<file path="config.mk">
export PLATFORM = sky130hd
export DESIGN_NAME = cr_job_sequencer
export DESIGN_NICKNAME = d
export VERILOG_FILES = /design/src/rtl/cr_job_sequencer_pkg.sv /design/src/rtl/cr_job_sequencer.sv
export SDC_FILE = /design/constraint.sdc
export NUM_CORES = 1
export LEC_CHECK = 0
export BUFFER_PORTS_ARGS = -buffer_cell sky130_fd_sc_hd__buf_2
export CAP_MARGIN = 20
export CORE_AREA = 5 5 422 424
export CTS_CLUSTER_DIAMETER = 150
export DETAILED_ROUTE_END_ITERATION = 7
export DIE_AREA = 0 0 427 429
export HOLD_SLACK_MARGIN = 0.06
export PLACE_DENSITY = 0.3
export SKIP_CTS_REPAIR_TIMING = 1
export SLEW_MARGIN = 20
export SYNTH_ARGS = -nofsm -noshare
export SYNTH_HDL_FRONTEND = slang
export SYNTH_SLANG_ARGS = --single-unit
</file>
<file path="constraint.sdc">
create_clock -name clk_i -period 4.1 [get_ports clk_i]
set_clock_uncertainty 0.05 [all_clocks]
set_input_delay 0.205 -clock clk_i [delete_from_list [all_inputs] [get_ports clk_i]]
set_output_delay 0.205 -clock clk_i [all_outputs]
set_load 0.05 [all_outputs]
</file>
<file path="src/rtl/cr_job_sequencer_pkg.sv">
// cr_job_sequencer_pkg: shared types and helpers for the correlated-randomness job sequencer.
package cr_job_sequencer_pkg;

   typedef logic [255:0] prng_t;
   typedef logic [127:0] key_t;
   typedef logic [31:0]  cr_cnt_t;
   typedef logic [2:0]   mode_t;
   typedef logic [2:0]   width_t;
   typedef logic [3:0]   cr_lanes_t;

   typedef enum logic [1:0] {IDLE, INIT, FETCH, EMIT} seq_state_t;

   function automatic logic width_legal(width_t w);
      return w inside {3'b000, 3'b001, 3'b011, 3'b111};
   endfunction

   function automatic cr_lanes_t lanes_per_beat(width_t w);
      return (w == 3'b000) ? 4'd8 : (w == 3'b001) ? 4'd4 : (w == 3'b011) ? 4'd2 : 4'd1;
   endfunction

   // Bit 32k marks a 32-bit word that takes the carry from the word below it;
   // 256-bit lanes run on the full-width adder and need no stitching.
   function automatic prng_t make_carry_mask(width_t w);
      prng_t m = '0;
      for (int k = 1; k < 8; k++)
         m[32*k] = (w == 3'b001) ? k[0] : (w == 3'b011) ? (k[1:0] != 2'b00) : 1'b0;
      return m;
   endfunction

endpackage

</file>
<file path="src/rtl/cr_job_sequencer.sv">
// cr_job_sequencer: runs one CR job at a time, keying the PRNG and forwarding
// one PRNG block per beat tagged with valid-lane count and carry mask.
module cr_job_sequencer
   import cr_job_sequencer_pkg::*;
(
   input  logic       clk_i,
   input  logic       rst_i,
   input  logic       job_valid_i,
   output logic       job_ready_o,
   input  mode_t      job_mode_i,
   input  width_t     job_width_i,
   input  cr_cnt_t    job_cnt_i,
   input  key_t       job_key_i,
   input  logic       abort_i,
   output key_t       prng_key_o,
   output logic       prng_init_o,
   output logic       prng_req_o,
   input  logic       prng_valid_i,
   input  prng_t      prng_data_i,
   output logic       cr_valid_o,
   input  logic       cr_ready_i,
   output prng_t      cr_data_o,
   output cr_lanes_t  cr_lanes_o,
   output mode_t      cr_mode_o,
   output prng_t      cr_carry_mask_o,
   output logic       cr_last_o,
   output logic       done_o,
   output logic       err_o
);

   seq_state_t state_q;
   width_t     width_q;
   mode_t      mode_q;
   cr_cnt_t    rem_q, rem_d;
   key_t       key_q;
   prng_t      data_q, mask_q;
   cr_lanes_t  lanes_q, lanes_d, per_beat;
   logic       init_q, req_q, valid_q, done_q, err_q;

   always_comb begin
      per_beat = lanes_per_beat(width_q);
      lanes_d  = (rem_q < {28'd0, per_beat}) ? rem_q[3:0] : per_beat;
      rem_d    = rem_q - {28'd0, lanes_q};
   end

   always_ff @(posedge clk_i) begin
      if (rst_i) begin
         state_q <= IDLE;
         width_q <= '0;
         mode_q  <= '0;
         rem_q   <= '0;
         key_q   <= '0;
         data_q  <= '0;
         mask_q  <= '0;
         lanes_q <= '0;
         init_q  <= 1'b0;
         req_q   <= 1'b0;
         valid_q <= 1'b0;
         done_q  <= 1'b0;
         err_q   <= 1'b0;
      end else begin
         init_q <= 1'b0;
         done_q <= 1'b0;
         err_q  <= 1'b0;
         if (abort_i) begin
            state_q <= IDLE;
            req_q   <= 1'b0;
            valid_q <= 1'b0;
         end else begin
            case (state_q)
               IDLE: if (job_valid_i) begin
                  width_q <= job_width_i;
                  mode_q  <= job_mode_i;
                  rem_q   <= job_cnt_i;
                  key_q   <= job_key_i;
                  mask_q  <= make_carry_mask(job_width_i);
                  if (!width_legal(job_width_i)) err_q <= 1'b1;
                  else if (job_cnt_i == '0) done_q <= 1'b1;
                  else begin
                     state_q <= INIT;
                     init_q  <= 1'b1;
                  end
               end
               INIT: begin
                  state_q <= FETCH;
                  req_q   <= 1'b1;
               end
               FETCH: if (req_q && prng_valid_i) begin
                  data_q  <= prng_data_i;
                  lanes_q <= lanes_d;
                  req_q   <= 1'b0;
                  valid_q <= 1'b1;
                  state_q <= EMIT;
               end
               EMIT: if (cr_ready_i) begin
                  valid_q <= 1'b0;
                  rem_q   <= rem_d;
                  if (rem_d == '0) begin
                     done_q  <= 1'b1;
                     state_q <= IDLE;
                  end else begin
                     req_q   <= 1'b1;
                     state_q <= FETCH;
                  end
               end
               default: state_q <= IDLE;
            endcase
         end
      end
   end

   assign job_ready_o     = (state_q == IDLE);
   assign cr_last_o       = valid_q && (rem_q == {28'd0, lanes_q});
   assign prng_key_o      = key_q;
   assign prng_init_o     = init_q;
   assign prng_req_o      = req_q;
   assign cr_valid_o      = valid_q;
   assign cr_data_o       = data_q;
   assign cr_lanes_o      = lanes_q;
   assign cr_mode_o       = mode_q;
   assign cr_carry_mask_o = mask_q;
   assign done_o          = done_q;
   assign err_o           = err_q;

endmodule

</file>
# ---- Yosys cells after proc, flatten, opt, wreduce, memory -nomap -nowiden
# Cells that the tools add are included.
dict set report word_totals {
  ff_bits 439
  in_bits 428
  out_inout_bits 654
}
dict set report op_classes {
  n_addsub 1
  magnitude_cmp 1
  n_eq_ne 15
  n_mux 32
  bitwise 4
  reduce_logical 20
}
# operator count
set op_table {}
lappend op_table {{$logic_not A32 Y1} 2}
lappend op_table {{$mux W32} 2}
lappend op_table {{$pmux W32 S2} 1}
lappend op_table {{$eq A32 B4 Y1} 1}
lappend op_table {{$lt A32 B4 Y1} 1}
lappend op_table {{$sub A32 B4 Y32} 1}
lappend op_table {{$mux W1} 15}
lappend op_table {{$mux W2} 7}
lappend op_table {{$ne A2 B2 Y1 const B} 5}
lappend op_table {{$reduce_and A3 Y1} 3}
lappend op_table {{$mux W4} 2}
lappend op_table {{$pmux W2 S4} 1}
lappend op_table {{$reduce_and A4 Y1} 2}
lappend op_table {{$eq A3 B1 Y1 const B} 2}
lappend op_table {{$eq A3 B2 Y1 const B} 2}
lappend op_table {{$logic_not A3 Y1} 2}
lappend op_table {{$reduce_and A5 Y1} 1}
lappend op_table {{$reduce_or A5 Y1} 1}
lappend op_table {{$eq A2 B2 Y1 const B} 2}
lappend op_table {{$not A1 Y1} 4}
lappend op_table {{$pmux W1 S2} 2}
lappend op_table {{$reduce_bool A2 Y1} 2}
lappend op_table {{$reduce_bool A4 Y1} 1}
lappend op_table {{$reduce_or A4 Y1} 1}
lappend op_table {{9 further kinds} 10}

# ---- Longest topological paths before layout
dict set report depth {
  depth_word 6
  depth_mapped 12
  depth_no_buf 11
}

# ---- Worst setup path after synthesis
# Ideal clock, no wire load.
dict set report synth_timing {
  path_type {flip-flop to flip-flop}
  startpoint {register lanes_q[2] (netlist: cr_lanes_o[2])}
  endpoint {register done_q (netlist: done_o)}
  arrival_time_ps 3649
  path_slack_ps 301
  path_stages_with_launch 12
  path_cell_list {dfxtp_1 inv_1 ha_1 a21o_2 a2111o_2 or4_2 clkbuf_1 xnor2_1 o31ai_1 nand4_1 or4_4 a2111oi_4}
}
dict set report synth_between {
  elab_chain_cells 5
}
# item line
set synth_lines {}
lappend synth_lines {{start: declaration} cr_job_sequencer.sv:37} ;# cr_lanes_t lanes_q, lanes_d, per_beat;
lappend synth_lines {{start signal: assignment} cr_job_sequencer.sv:90} ;# lanes_q <= lanes_d;
lappend synth_lines {{$sub A32 B4 Y32} cr_job_sequencer.sv:43} ;# rem_d = rem_q - {28'd0, lanes_q};
lappend synth_lines {{$logic_not A32 Y1} cr_job_sequencer.sv:98} ;# if (rem_d == '0) begin
lappend synth_lines {{$mux W1} cr_job_sequencer.sv:98}
lappend synth_lines {{$mux W1} cr_job_sequencer.sv:95} ;# EMIT: if (cr_ready_i) begin
lappend synth_lines {{$pmux W1 S2} cr_job_sequencer.sv:70} ;# case (state_q)
lappend synth_lines {{end signal: assignment} cr_job_sequencer.sv:63} ;# done_q <= 1'b0;
lappend synth_lines {{end signal: assignment} cr_job_sequencer.sv:78} ;# else if (job_cnt_i == '0) done_q <= 1'b1;
lappend synth_lines {{end signal: assignment} cr_job_sequencer.sv:99} ;# done_q <= 1'b1;
lappend synth_lines {{end: declaration} cr_job_sequencer.sv:38} ;# logic init_q, req_q, valid_q, done_q, err_q;
# Every way passes these cells.
# A chain may end at the register's enable or synchronous reset.

# ---- Worst setup path in the final report
# Ends and elaborated chain as after synthesis.

==> results.py <==
metrics = {
    "placement": {
        "routabilityCongestion": 0.821,
        "dp_hpwl_um": 83700,
        "portBuffers": 831,
        "dp.cells": 5416,
        "place_ws_ns": 0.354,
    },
    "drt": {
        "num_vias": 19900,
        "drtPass1Iterations": 4,
        "antenna_left": 0,
        "route.detailed.drc": 0,
        "routed_wl_um": 108000,
        "viasPerCell": 3.32,
        "wl_per_cell_um": 18.0,
        "dr.first_iter.drc_count": 999,
    },
    "clocking": {
        "cts.path.max_buffers": 3,
        "htreeDepth": 3,
        "path_clk_slew_ns": 0.05,
        "cts-root-buf": "clkbuf_16",
        "clk_latency_ns": 0.65,
        "clock-sinks": 435,
        "cts_made_buffers": 67,
        "cts_tree": "built",
    },
    "yosys": {
        "yosysSeqAreaShare_pct": 47.5,
        "synthTopCellsByArea": "dfxtp_1 47%, nand2_1 17%, a21oi_1 12%, buf_4 10%, clkbuf_1 3.0%",
        "synth_cell_type_count": 64,
        "synth_common_cells": "826 x nand2_1, 435 x dfxtp_1, 434 x a21oi_1, 255 x buf_4, 149 x clkbuf_1",
        "async_flop_share_pct": 0,
        "netlist_instances": 2382,
        "synth_most_common_cell": "nand2_1",
        "syn_area_per_cell_um2": 7.70,
        "netlist_area_um2": 18300,
        "synth-seq-cells": 435,
        "yosys_warnings": 0,
        "synth_edf_count": 0,
        "synth_top_area_cell": "dfxtp_1",
        "synth.top_cell.area_share_pct": 47.5,
        "synth_flop_cell": "dfxtp_1",
    },
    "finish": {
        "multi_input_area_um2": 8010,
        "seqCellArea_um2": 8710,
        "area_delta_synth_final_pct": 69.1,
        "nets": 4049,
        "fillCellCount": 20000,
        "instances_no_fill": 6009,
        "drive_gt1_share_pct": 27.2,
    },
    "status": {
        "status": "completed",
    },
    "floorplanning": {
        "ios": 1082,
        "die_y_um": 429,
        "rows": 153,
        "die-area_um2": 183000,
        "die_w_um": 427,
        "core_area_um2": 173000,
        "initial_core_util_pct": 10.6,
    },
    "timing": {
        "slew_headroom_pct": 38.0,
        "finalCriticalPeriod_ns": 3.80,
        "setup_ws_ns": 0.303,
        "slew_violations": 0,
        "grt_setup_unrepaired": "no",
        "period_share_pct": 92.6,
        "finalSetupViolations": 0,
        "final-hold-violation-count": 0,
        "tightest_slew_ns": 0.922,
        "tns_ns": 0,
        "fmax_mhz": 263,
    },
    "worst_setup_path": {
        "startpoint_type": "flip-flop",
        "ff2ff_path_depth": 10,
        "crit_type": "reg -> reg",
        "worstPathRequired_ns": 4.60,
        "rrSetupSlack_ns": 0.30,
        "crit_arrival_ns": 4.30,
        "worstReg2RegStart": "cr_lanes_o[2]$_SDFFE_PP0P_",
        "r2r-end": "done_o$_SDFF_PP0_",
        "end_kind": "flip-flop",
        "cp_max_fo": 7,
    },
    "power_and_ir_drop": {
        "leakage_nw": 13.1,
        "ir_drop_mv": 0.278,
        "cellPowerDensity_nw_per_um2": 386,
    },
    "grt": {
        "grt_pass1_wl_um": 144000,
        "grt_pass1_vias": 17600,
        "grt_start_max_net_pins": 98,
        "grt_overflow": 0,
        "antenna_found_initial": 39,
        "grt.total_usage_pct": 11.1,
    },
    "worst_hold_path": {
        "hold_path.class": "in -> reg",
        "min_to": "cr_data_o[255]$_SDFFE_PP0P_",
        "min_path_cells": 5,
        "min_from": "prng_valid_i",
    },
    "job": {
        "drv_cap": 0,
    },
}
-- worst max-delay path: stages, from the launching register on --
cell	delay (ns)
dfxtp_1	0.33
inv_1	0.07
ha_1	0.38
a21o_2	0.23
a2111o_2	0.56
or4_2	0.66
xnor2_1	0.17
o31ai_1	0.22
nand4_1	0.25
or4_4	0.49
a2111oi_4	0.28
-- area by class of cell --
type,instances,area share [%]
Inverter,17,0.206
Tap cell,2325,9.38
Clock buffer,98,6.07
Multi-Input combinational cell,1768,25.8
Timing Repair Buffer,1321,29.6
Antenna cell,26,0.210
Clock inverter,19,0.653
Sequential cell,435,28.1
-- kinds of logic after synthesis --
group | count (synthesis) | synth area share [%]
other cells | 1 | 0.0204
fa+ha+maj | 11 | 0.791
flops | 435 | 47.5
buf+inv | 428 | 14.2
simple gates | 969 | 21.4
mux | 8 | 0.450
compound gates | 521 | 15.3
xor+xnor | 9 | 0.430
-- flip-flops by register name, indices dropped and copies added, names as in the netlist, 2 cells and up --
name / count
cr_mode_o: 3
rem_q: 32
width_q: 3
prng_key_o: 128
state_q: 2
cr_data_o: 256
cr_lanes_o: 4
cr_carry_mask_o: 2
-- layout by cell type (no fill, tap or decap), types with 14 or more instances in the layout --
| cell type | instances |
|---|---|
| inv_1 | 17 |
| clkbuf_1 | 23 |
| a211oi_1 | 18 |
| clkbuf_16 | 68 |
| a21oi_1 | 434 |
| dlygate4sd3_1 | 450 |
| buf_4 | 23 |
| buf_12 | 17 |
| diode_2 | 26 |
| nor3_1 | 14 |
| nor2_1 | 54 |
| nor4_1 | 14 |
| nand2_1 | 826 |
| dfxtp_1 | 435 |
| o21ai_0 | 24 |
| conb_1 | 250 |
| buf_2 | 830 |
-- routing by layer --
metal | routed length [um] | up-vias | GRT usage (%)
li1 | - | 9791 | -
met1 | 44800 | 9459 | 13.1
met2 | 54200 | 544 | 19.2
met3 | 5950 | 141 | 3.41
met4 | 2980 | 10 | 3.53
met5 | 67 | - | 0
-- worst max-delay path by stage --
stage / cells after the start / end / start / slack (ns)
CTS: 6 / cr_last_o / rem_q[5]$_SDFFE_PP0P_ / 0.03
finish: 10 / done_o$_SDFF_PP0_ / cr_lanes_o[2]$_SDFFE_PP0P_ / 0.30
detailed placement: 10 / done_o$_SDFF_PP0_ / cr_lanes_o[2]$_SDFFE_PP0P_ / 0.35
floorplan: 11 / done_o$_SDFF_PP0_ / cr_lanes_o[2]$_SDFFE_PP0P_ / 0.30
global route: 6 / cr_last_o / rem_q[8]$_SDFFE_PP0P_ / 0.13
global placement: 10 / done_o$_SDFF_PP0_ / cr_lanes_o[2]$_SDFFE_PP0P_ / 0.32
-- stage by stage --
step	hold WS [ns]	area [um2]	power (mW)	util (%)
floorplan	0.291	19300	5.77	-
global placement	0.389	24400	6.11	14.0
detailed placement	0.393	24400	6.11	14.0
CTS	-0.405	26400	12.0	15.2
global route	0.0770	31000	12.6	17.9
finish	0.0909	31000	12.0	17.9
-- where the power goes --
| part | leakage (nW) | switching (mW) | internal (mW) |
|---|---|---|---|
| Sequential | 3.52 | 0.0658 | 4.32 |
| Combinational | 8.55 | 1.34 | 0.636 |
| Clock | 1.00 | 2.38 | 3.23 |
Power figures use the tool's default switching activity.
